`config.mk`:
```
export PLATFORM = sky130hd
export DESIGN_NAME = vc_traffic_source
export DESIGN_NICKNAME = d
export VERILOG_FILES = /design/src/rtl/vc_traffic_pkg.sv /design/src/rtl/vc_traffic_lfsr.sv /design/src/rtl/vc_traffic_source.sv
export SDC_FILE = /design/constraint.sdc
export NUM_CORES = 1
export LEC_CHECK = 0
export CAP_MARGIN = 25
export CORE_MARGIN = 2
export CORE_UTILIZATION = 56
export DETAILED_ROUTE_END_ITERATION = 7
export MAX_ROUTING_LAYER = met4
export PLACE_DENSITY = 0.81
export SKIP_LAST_GASP = 1
export SYNTH_ARGS = -nofsm -noshare
export SYNTH_HDL_FRONTEND = slang
export SYNTH_SLANG_ARGS = --single-unit
```
`constraint.sdc`:
```
create_clock -name clk -period 2.79 [get_ports clk]
set_input_delay 0.558 -clock clk [delete_from_list [all_inputs] [get_ports clk]]
set_output_delay 0.558 -clock clk [all_outputs]
set_load 0.01 [all_outputs]
```
`src/rtl/vc_traffic_pkg.sv`:
```
// Shared types and constants for the per-VC traffic source.
package vc_traffic_pkg;

  typedef enum logic [1:0] {
    IDLE    = 2'd0,
    PENDING = 2'd1,
    SEND    = 2'd2
  } vc_state_t;

  // Galois taps of x^32+x^22+x^2+x+1 for a left-shifting register (x^32 implicit)
  localparam logic [31:0] LFSR_POLY = 32'h0040_0007;
  localparam int          ROT_STEP  = 4;

endpackage

```
`src/rtl/vc_traffic_lfsr.sv`:
```
// 32-bit Galois LFSR, advances every cycle; a zero seed is replaced by 1.
module vc_traffic_lfsr
  import vc_traffic_pkg::*;
#(
  parameter logic [31:0] SEED = 32'hACE1_2025
) (
  input  logic        clk,
  input  logic        resetn,
  output logic [31:0] lfsr
);

  localparam logic [31:0] SEED_EFF = (SEED == 32'd0) ? 32'd1 : SEED;

  logic [31:0] lfsr_reg, lfsr_next;

  always_comb begin
    lfsr_next = {lfsr_reg[30:0], 1'b0} ^ (lfsr_reg[31] ? LFSR_POLY : 32'd0);
  end

  always_ff @(posedge clk) begin
    if (!resetn) lfsr_reg <= SEED_EFF;
    else         lfsr_reg <= lfsr_next;
  end

  assign lfsr = lfsr_reg;

endmodule

```
`src/rtl/vc_traffic_source.sv`:
```
// Per-VC packet traffic source: one IDLE/PENDING/SEND FSM per channel, single shared beat engine.
// Optional VC_TRAFFIC_STATS_EN adds saturating per-channel completed-packet counters (pkt_count).
module vc_traffic_source
  import vc_traffic_pkg::*;
#(
  parameter int          VC_NUM      = 3,
  parameter int          PRIO_NUM    = 2,
  parameter int          OUTPUT_NUM  = 8,
  parameter int          MAX_PKT_LEN = 16,
  parameter logic [31:0] SEED        = 32'hACE1_2025,
  localparam int         NVC         = VC_NUM * PRIO_NUM,
  localparam int         DW          = $clog2(OUTPUT_NUM),
  localparam int         LW          = $clog2(MAX_PKT_LEN + 1),
  localparam int         VW          = $clog2(NVC)
) (
  input  logic              clk,
  input  logic              resetn,
  input  logic              enable,
  input  logic              fixed_mode,
  input  logic [NVC-1:0]    fixed_vcs,
  input  logic [DW-1:0]     fixed_dest,
  input  logic [LW-1:0]     fixed_len,
  input  logic [7:0]        rate_thr,
  input  logic [VW-1:0]     selected_vc,
  input  logic              cts,
  input  logic              beat_ready,
  output logic [NVC-1:0]    o_has_packet,
  output logic [NVC*DW-1:0] dest_o,
  output logic [NVC*VW-1:0] output_vc_o,
  output logic              beat_valid,
  output logic              beat_last,
  output logic [VW-1:0]     beat_vc,
  output logic              protocol_err
`ifdef VC_TRAFFIC_STATS_EN
  ,
  output logic [16*NVC-1:0] pkt_count
`endif
);

  logic [31:0]     lfsr;
  logic [NVC-1:0]  is_send, is_pending;
  logic [NVC*LW-1:0] len_all;
  logic            any_send, grant_ok, accept;
  logic [VW-1:0]   send_vc_reg;
  logic [LW-1:0]   beat_cnt_reg, len_sel, fixed_len_eff;
  logic            protocol_err_reg;

  vc_traffic_lfsr #(.SEED(SEED)) u_lfsr (
    .clk    (clk),
    .resetn (resetn),
    .lfsr   (lfsr)
  );

  always_comb begin
    fixed_len_eff = fixed_len;
    if (fixed_len == '0)                      fixed_len_eff = LW'(1);
    else if (32'(fixed_len) > MAX_PKT_LEN)    fixed_len_eff = LW'(MAX_PKT_LEN);
  end

  assign any_send   = |is_send;
  // A grant is honoured only when the beat engine is free and the named channel is waiting
  assign grant_ok   = cts && !any_send && (32'(selected_vc) < NVC) && is_pending[selected_vc];
  assign accept     = any_send && beat_ready;
  assign len_sel    = len_all[int'(send_vc_reg)*LW +: LW];
  assign beat_valid = any_send;
  assign beat_last  = any_send && (beat_cnt_reg == LW'(len_sel - LW'(1)));
  assign beat_vc    = send_vc_reg;
  assign protocol_err = protocol_err_reg;

  always_ff @(posedge clk) begin
    if (!resetn) begin
      send_vc_reg      <= '0;
      beat_cnt_reg     <= '0;
      protocol_err_reg <= 1'b0;
    end else begin
      if (grant_ok) begin
        send_vc_reg  <= selected_vc;
        beat_cnt_reg <= '0;
      end else if (accept) begin
        beat_cnt_reg <= beat_cnt_reg + 1'b1;
      end
      if (cts && !grant_ok) protocol_err_reg <= 1'b1;
    end
  end

  for (genvar gi = 0; gi < NVC; gi++) begin : g_ch
    localparam int SH = (ROT_STEP * gi) % 32;

    logic [31:0]   rot;
    vc_state_t     state_reg, state_next;
    logic          start;
    logic [DW-1:0] dest_reg, dest_next;
    logic [VW-1:0] ovc_reg;
    logic [LW-1:0] len_reg, len_next;

    if (SH == 0) begin : g_rot0
      assign rot = lfsr;
    end else begin : g_rot
      assign rot = {lfsr[31-SH:0], lfsr[31:32-SH]};
    end

    assign start = enable && (fixed_mode ? fixed_vcs[gi] : (rot[7:0] < rate_thr));

    always_comb begin
      dest_next = fixed_mode ? fixed_dest : DW'(32'(rot[15:8]) % OUTPUT_NUM);
      len_next  = fixed_mode ? fixed_len_eff : LW'(32'(rot[31:16]) % MAX_PKT_LEN + 1);
    end

    always_comb begin
      state_next = state_reg;
      case (state_reg)
        IDLE:    if (start) state_next = PENDING;
        PENDING: if (grant_ok && selected_vc == VW'(gi)) state_next = SEND;
        SEND:    if (accept && beat_last) state_next = IDLE;
        default: state_next = IDLE;
      endcase
    end

    always_ff @(posedge clk) begin
      if (!resetn) begin
        state_reg <= IDLE;
        dest_reg  <= '0;
        ovc_reg   <= '0;
        len_reg   <= '0;
      end else begin
        state_reg <= state_next;
        if (state_reg == IDLE && start) begin
          dest_reg <= dest_next;
          ovc_reg  <= VW'(gi);
          len_reg  <= len_next;
        end
      end
    end

    assign o_has_packet[gi]          = (state_reg != IDLE);
    assign is_send[gi]               = (state_reg == SEND);
    assign is_pending[gi]            = (state_reg == PENDING);
    assign dest_o[gi*DW +: DW]       = dest_reg;
    assign output_vc_o[gi*VW +: VW]  = ovc_reg;
    assign len_all[gi*LW +: LW]      = len_reg;

`ifdef VC_TRAFFIC_STATS_EN
    logic [15:0] pkt_cnt_reg;
    always_ff @(posedge clk) begin
      if (!resetn) pkt_cnt_reg <= '0;
      else if (state_reg == SEND && accept && beat_last && pkt_cnt_reg != 16'hFFFF)
        pkt_cnt_reg <= pkt_cnt_reg + 16'd1;
    end
    assign pkt_count[gi*16 +: 16] = pkt_cnt_reg;
`endif
  end

endmodule

```
==> qor.txt, run 1 <==
status: finished, violations left
violated checks: setup timing
gr usage total: 0.295
Max Fanout on Critical Path: 8
Final nets: 792
die width: 106 um
initial core utilization: 0.573
drt wl/cell: 18.5 um
layout cell share with drive strength beyond 1: 0.120
highest metal used: met4
Initial DRC Count: 383
R2R Path End: g_ch[4].state_reg[1]
WL met3: 1110 um
Pre-antenna DRT Iters: 7
Worst Slack Setup Final: -259 ps
area leader, netlist: dfxtp_1
vias in the first global route: 4905
clock-pin slew on the worst setup and hold paths: 120 ps
design area: 7040 um2
Setup crit start kind: flip-flop
type of the worst min-delay path: flip-flop to flip-flop
dpl cell area: 6810 um2
clock sinks: 106
die area: 11300 um2
Port Buffers: 67
CTS Hold Bufs: 0
RSZ-0062 raised after global routing: yes
max reg flops: 32
Area Growth Syn to Fin: 20.1%
DR DRC count: 0
met1 wire length: 6770 um
first-pass GRT wire length: 25200 um
reg2reg path depth: 11
post-route ant nets: 0
metal2 WL: 7520 um
Worst Setup End Kind: output port
final setup fails: 1
clk_skew: 16.3 ps
clock latency on the worst-skew pair: 380 ps
largest cells by area after synthesis: dfxtp_1, ha_1, nand2b_1
Layout Utilization: 0.688
Post-synth ARST share: 0
Final HPWL DP: 11800 um
TritonCTS Buffers: 9
YS warnings: 0
FP Rows: 37
WHS Endpoint: g_ch[2].ovc_reg[1]
min-delay src: g_ch[2].ovc_reg[1]
final period utilization: 1.09
Worst R2R Start: beat_vc[0]
post-synthesis cell count: 627
slew margin rel.: 0.475
worst hold path depth: 2
Yosys reg bits: 106
cell area power density: 504 nW/um2
Synth Area per Inst: 9.36 um2
most common cell after layout, fill and taps aside: dfxtp_1
Final Hold Viols: 0
ys flop type: dfxtp_1
cell leakage power: 3.00 nW
Reg2Reg Setup Slack: 340 ps
Post-Syn Area: 5870 um2
worst slew pin tran: 779 ps
largest net degree at the start of global routing: 52
Clock Tree Buf Depth: 2
WS Path Type: flip-flop to output port
Die Ht: 106 um
Max IR drop VDD: 0.000338 V
diode count: 0
commonest non-fill, non-tap cells in the layout: dfxtp_1, clkdlybuf4s50_1, nor2_1, ha_1, nand2b_1
io pins: 79
GP Congestion: 0.892
synth unique cells: 46
global route overflow: 0
Vias: 5007
CP required: 2230 ps
Vias/cell: 5.88
DRT Wirelength: 15700 um
post-synth top area share: 0.362
max_cap viols: 0
Max Slew Vio Count: 0
area of the core: 10200 um2
min Tclk post-route: 3050 ps
H-Tree Level Count: 3
CTS root buf: clkbuf_8
CTS tree: yes
Peak Freq: 328 MHz
initial antenna violation count: 0
Seq/Total Area, Yosys: 0.362
Critical Path AT: 2490 ps
Post-synth EDFFs: 0
==> power by group <==
part | switching [mW] | internal (mW) | total [mW]
registers | 0.0964 | 1.62 | 1.72
logic | 0.448 | 0.431 | 0.879
clock network | 0.584 | 0.372 | 0.956
total | 1.13 | 2.42 | 3.55
==> through the flow <==
| stage | setup TNS [ps] | worst slack, ps | std cells | hold WS [ps] | power (mW) |
|---|---|---|---|---|---|
| after detailed placement | -8450 | -383 | 834 | 458 | 2.61 |
| after global placement | -4360 | -312 | 834 | 452 | 2.57 |
| final | -259 | -259 | 852 | 479 | 3.55 |
| after floorplan | 0 | 26.7 | 637 | 442 | 2.26 |
| after CTS | -307 | -307 | 850 | 485 | 3.55 |
| after global routing | -385 | -382 | 852 | 506 | 3.72 |
==> cell usage after synthesis (15+ instances only) <==
master	number
nand2_1	31
and2_1	20
a311oi_1	25
o21ai_0	15
dfxtp_1	106
xor2_1	17
nand2b_1	40
nor2_1	59
clkbuf_1	20
ha_1	50
o211ai_1	24
a21oi_1	36
inv_1	32
==> worst max-delay path, stage by stage (launching register included) <==
cell     delay, ps
dfxtp_4        400
buf_6          150
mux2_2         350
a22oi_2        220
ha_2           250
xnor2_2        120
xnor2_1        140
nand4_1        160
nor3_4         180
buf_2          160
==> logic make-up after synthesis <==
group                    share of synthesized area
AND/OR/NAND/NOR                              0.176
flip-flops                                   0.362
other                                     0.000639
adder cells (fa/ha/maj)                      0.107
XOR/XNOR                                    0.0388
buffers and inverters                       0.0685
multiplexers                                0.0422
AO/OA/AOI/OAI                                0.205
==> routing by layer <==
layer | vias to the layer above | GRT usage
met5 | - | -
met2 | 216 | 0.487
met1 | 2380 | 0.369
li1 | 2381 | -
met3 | 30 | 0.0497
met4 | 0 | 0.0968
==> layout make-up <==
type,count,area (um2)
Timing Repair Buffer,107,1030
Fill cell,803,3190
Clock inverter,6,60.1
Sequential cell,106,2130
Inverter,34,128
Tap cell,136,170
Clock buffer,10,138
Multi-Input combinational cell,453,3390
==> what timing repair did <==
item	4_1_cts	5_1_grt
gates resized for setup	10	0
endpoints found under the setup margin	1	6
pin swaps	6	2
buffers inserted	0	2
==> worst max-delay path by stage <==
stage	from	to	slack, ps	cells past startpoint
final	beat_vc[0]	beat_last	-260	9
after global routing	beat_vc[0]	beat_last	-380	8
after CTS	beat_vc[0]	beat_last	-310	8
after detailed placement	beat_vc[0]	beat_last	-380	8
after global placement	beat_vc[0]	beat_last	-310	8
after floorplan	beat_vc[0]	beat_last	30	8
No activity file was read; power rests on OpenSTA's default activity.
==> run 2: changes to the inputs <==
==> constraint.sdc (replaced) <==
create_clock -name clk -period 2.9 [get_ports clk]
set_input_delay 0.58 -clock clk [delete_from_list [all_inputs] [get_ports clk]]
set_output_delay 0.58 -clock clk [all_outputs]
set_load 0.01 [all_outputs]
==> run 2 against run 1 <==
  * The flow still finishes with violations (setup timing)
  * Register-to-register slack lost 30 ps
  * Via count shrank 0.66%
  * Sequential share of layout area increased by 0.18 points
  * Utilization fell by 0.40 points
  * Clock skew rose by 7.3 ps
  * First-iteration DRC count decreased by 2.6%
  * Clock power hardly changed
  * Count of clock-buffer cells in the layout unchanged
  * Die area unchanged
  * Hold slack improved by 4.2 ps
  * Routed wire length fell by 1.5%
  * Global-route usage fell by 0.30 points
  * Largest cell class unchanged
  * Largest power group unchanged
  * Highest routed layer unchanged
==> qor.txt, run 2 (synthesis gave the netlist of run 1 again) <==
TritonCTS Buffers: 9 (unchanged)
RSZ-0062 raised after global routing: yes
Port Buffers: 67 (unchanged)
H-Tree Level Count: 3 (unchanged)
initial antenna violation count: 0 (unchanged)
slowest stage cell, crit path: mux4_2
Clock Tree Buf Depth: 2 (unchanged)
Crit. Startpoint: beat_vc[0]
dpl cell area: 6760 um2 (-0.77%)
reg2reg path depth: 11 (unchanged)
Final Hold Viols: 0 (unchanged)
CP max stage delay: 530 ps (+130 ps)
Worst Slack Setup Final: -207 ps (+52.8 ps)
Die Ht: 106 um (unchanged)
most common cell after layout, fill and taps aside: dfxtp_1
clock sinks: 106 (unchanged)
io pins: 79 (unchanged)
die width: 106 um (unchanged)
min-delay src: g_ch[2].ovc_reg[1]
Final nets: 785 (-0.88%)
max_cap viols: 0 (unchanged)
CTS tree: yes
clk_skew: 23.7 ps (+7.34 ps)
first-pass GRT wire length: 25100 um (-0.44%)
R2R Path End: g_ch[4].state_reg[1]
global route overflow: 0 (unchanged)
clock-pin slew on the worst setup and hold paths: 120 ps (about the same)
gr usage total: 0.292 (-0.00300)
cell leakage power: 2.97 nW (-1.0%)
Initial DRC Count: 373 (-2.6%)
Worst Setup End Kind: output port
final hold slack: 483 ps (+4.16 ps)
die area: 11300 um2 (unchanged)
CTS root buf: clkbuf_8
GP Congestion: 0.909 (+2.0%)
CP bufs+invs: 1 (-1)
Reg2Reg Setup Slack: 310 ps (-30 ps)
Setup crit start kind: flip-flop
drt wl/cell: 18.3 um (-0.68%)
Critical Path AT: 2530 ps (+40 ps)
Max Fanout on Critical Path: 4 (-4)
min Tclk post-route: 3110 ps
initial core utilization: 0.573 (unchanged)
slew margin rel.: 0.430 (-0.0446)
diode count: 0 (unchanged)
Largest delay share family, worst path: multiplexers
Final HPWL DP: 11300 um (-4.0%)
Crit. path cell count: 8 (-1)
WS Path Type: flip-flop to output port
layout cell share with drive strength beyond 1: 0.111 (-0.00869)
clock latency on the worst-skew pair: 380 ps (about the same)
Placed Cells: 827 (-0.84%)
FP Rows: 37 (unchanged)
Pre-antenna DRT Iters: 5 (-2)
final setup fails: 1 (unchanged)
Max Slew Vio Count: 0 (unchanged)
Vias/cell: 5.89 (+0.16%)
Worst R2R Start: beat_vc[0]
vias in the first global route: 4957 (+1.1%)
type of the worst min-delay path: flip-flop to flip-flop
Cell Count, Final, Fillers Out: 845 (-0.82%)
DR DRC count: 0 (unchanged)
cell breakdown of the critical path: mux4_2 > a22oi_2 > ha_2 > xnor2_2 > xnor2_1 > nand4_1 > nor3_4 > buf_2
status: finished, violations left
area of the core: 10200 um2 (unchanged)
Peak Freq: 322 MHz
crit path capture: beat_last
Vias: 4974 (-0.66%)
final period utilization: 1.07
max reg flops: 32 (unchanged)
Area Growth Syn to Fin: 19.4%
worst slew pin tran: 846 ps (+66.2 ps)
cell area power density: 491 nW/um2 (-2.5%)
commonest non-fill, non-tap cells in the layout: dfxtp_1, clkdlybuf4s50_1, nor2_1, ha_1, nand2b_1
design area: 7000 um2 (-0.59%)
CP required: 2320 ps (+90 ps)
largest net degree at the start of global routing: 52 (unchanged)
CTS Hold Bufs: 0 (unchanged)
Power, Total: 3.44 mW (-3.1%)
DRT Wirelength: 15500 um (-1.5%)
violated checks: setup timing
Max IR drop VDD: 0.000249 V (-26%)
post-route ant nets: 0 (unchanged)
## run 2: cell types whose count changed in the layout (fill, tap and decap cells not counted)
| cell | change |
|---|---|
| inv_6 | +1 |
| bufinv_16 | +1 |
| inv_8 | -1 |
| clkinv_8 | -1 |
| buf_4 | -7 |
## run 2: stage by stage
step / setup slack, ps / TNS, ps / utilization
2_1_floorplan: 115 / 0 / -
3_3_place_gp: -220 / -298 / 0.661
3_5_place_dp: -344 / -1540 / 0.661
4_1_cts: -249 / -249 / 0.684
5_1_grt: -304 / -304 / 0.684
6_report: -207 / -207 / 0.684
## run 2: power breakdown
part / total [mW] / switching, mW / internal (mW)
clock network: 0.959 / 0.525 / 0.434
logic: 0.828 / 0.425 / 0.403
registers: 1.65 / 0.0952 / 1.56
## run 2: what timing repair did
item | in CTS | in global routing
setup buffers | 2 | 0
hold endpoints to repair | 0 | 0
endpoints found under the setup margin | 1 | 1
pin swaps | 6 | 1
gates resized for setup | 10 | 0
## run 2: worst min-delay path, delay by kind of cell (launching register included)
kind	cells	cell delay, ps
and+or+nand+nor	2	120
DFF	1	340
## run 2: worst min-delay path by stage
stage / to / slack (ps) / cells after the start
floorplan: u_lfsr.lfsr[10] / 440 / 2
global placement: g_ch[4].ovc_reg[2] / 450 / 2
detailed placement: g_ch[2].len_reg[2] / 460 / 2
CTS: u_lfsr.lfsr[10] / 490 / 2
global route: u_lfsr.lfsr[10] / 500 / 2
finish: g_ch[2].ovc_reg[1] / 480 / 2
## run 2: layer usage
metal  vias up  GRT usage  share of wire
li1       2373          -              -
met1      2375      0.382           0.44
met2       196      0.469           0.47
met3        30     0.0337          0.061
met4         0      0.105          0.025
met5         -          -              0
## run 2: final cells by class
cell class,count,area (um2)
repair buffers,100,975
clock inverters,6,71.3
fillers,815,3230
multi-input cells,453,3390
well taps,136,170
clock buffers,10,138
inverters,34,128
flip-flops and latches,106,2130
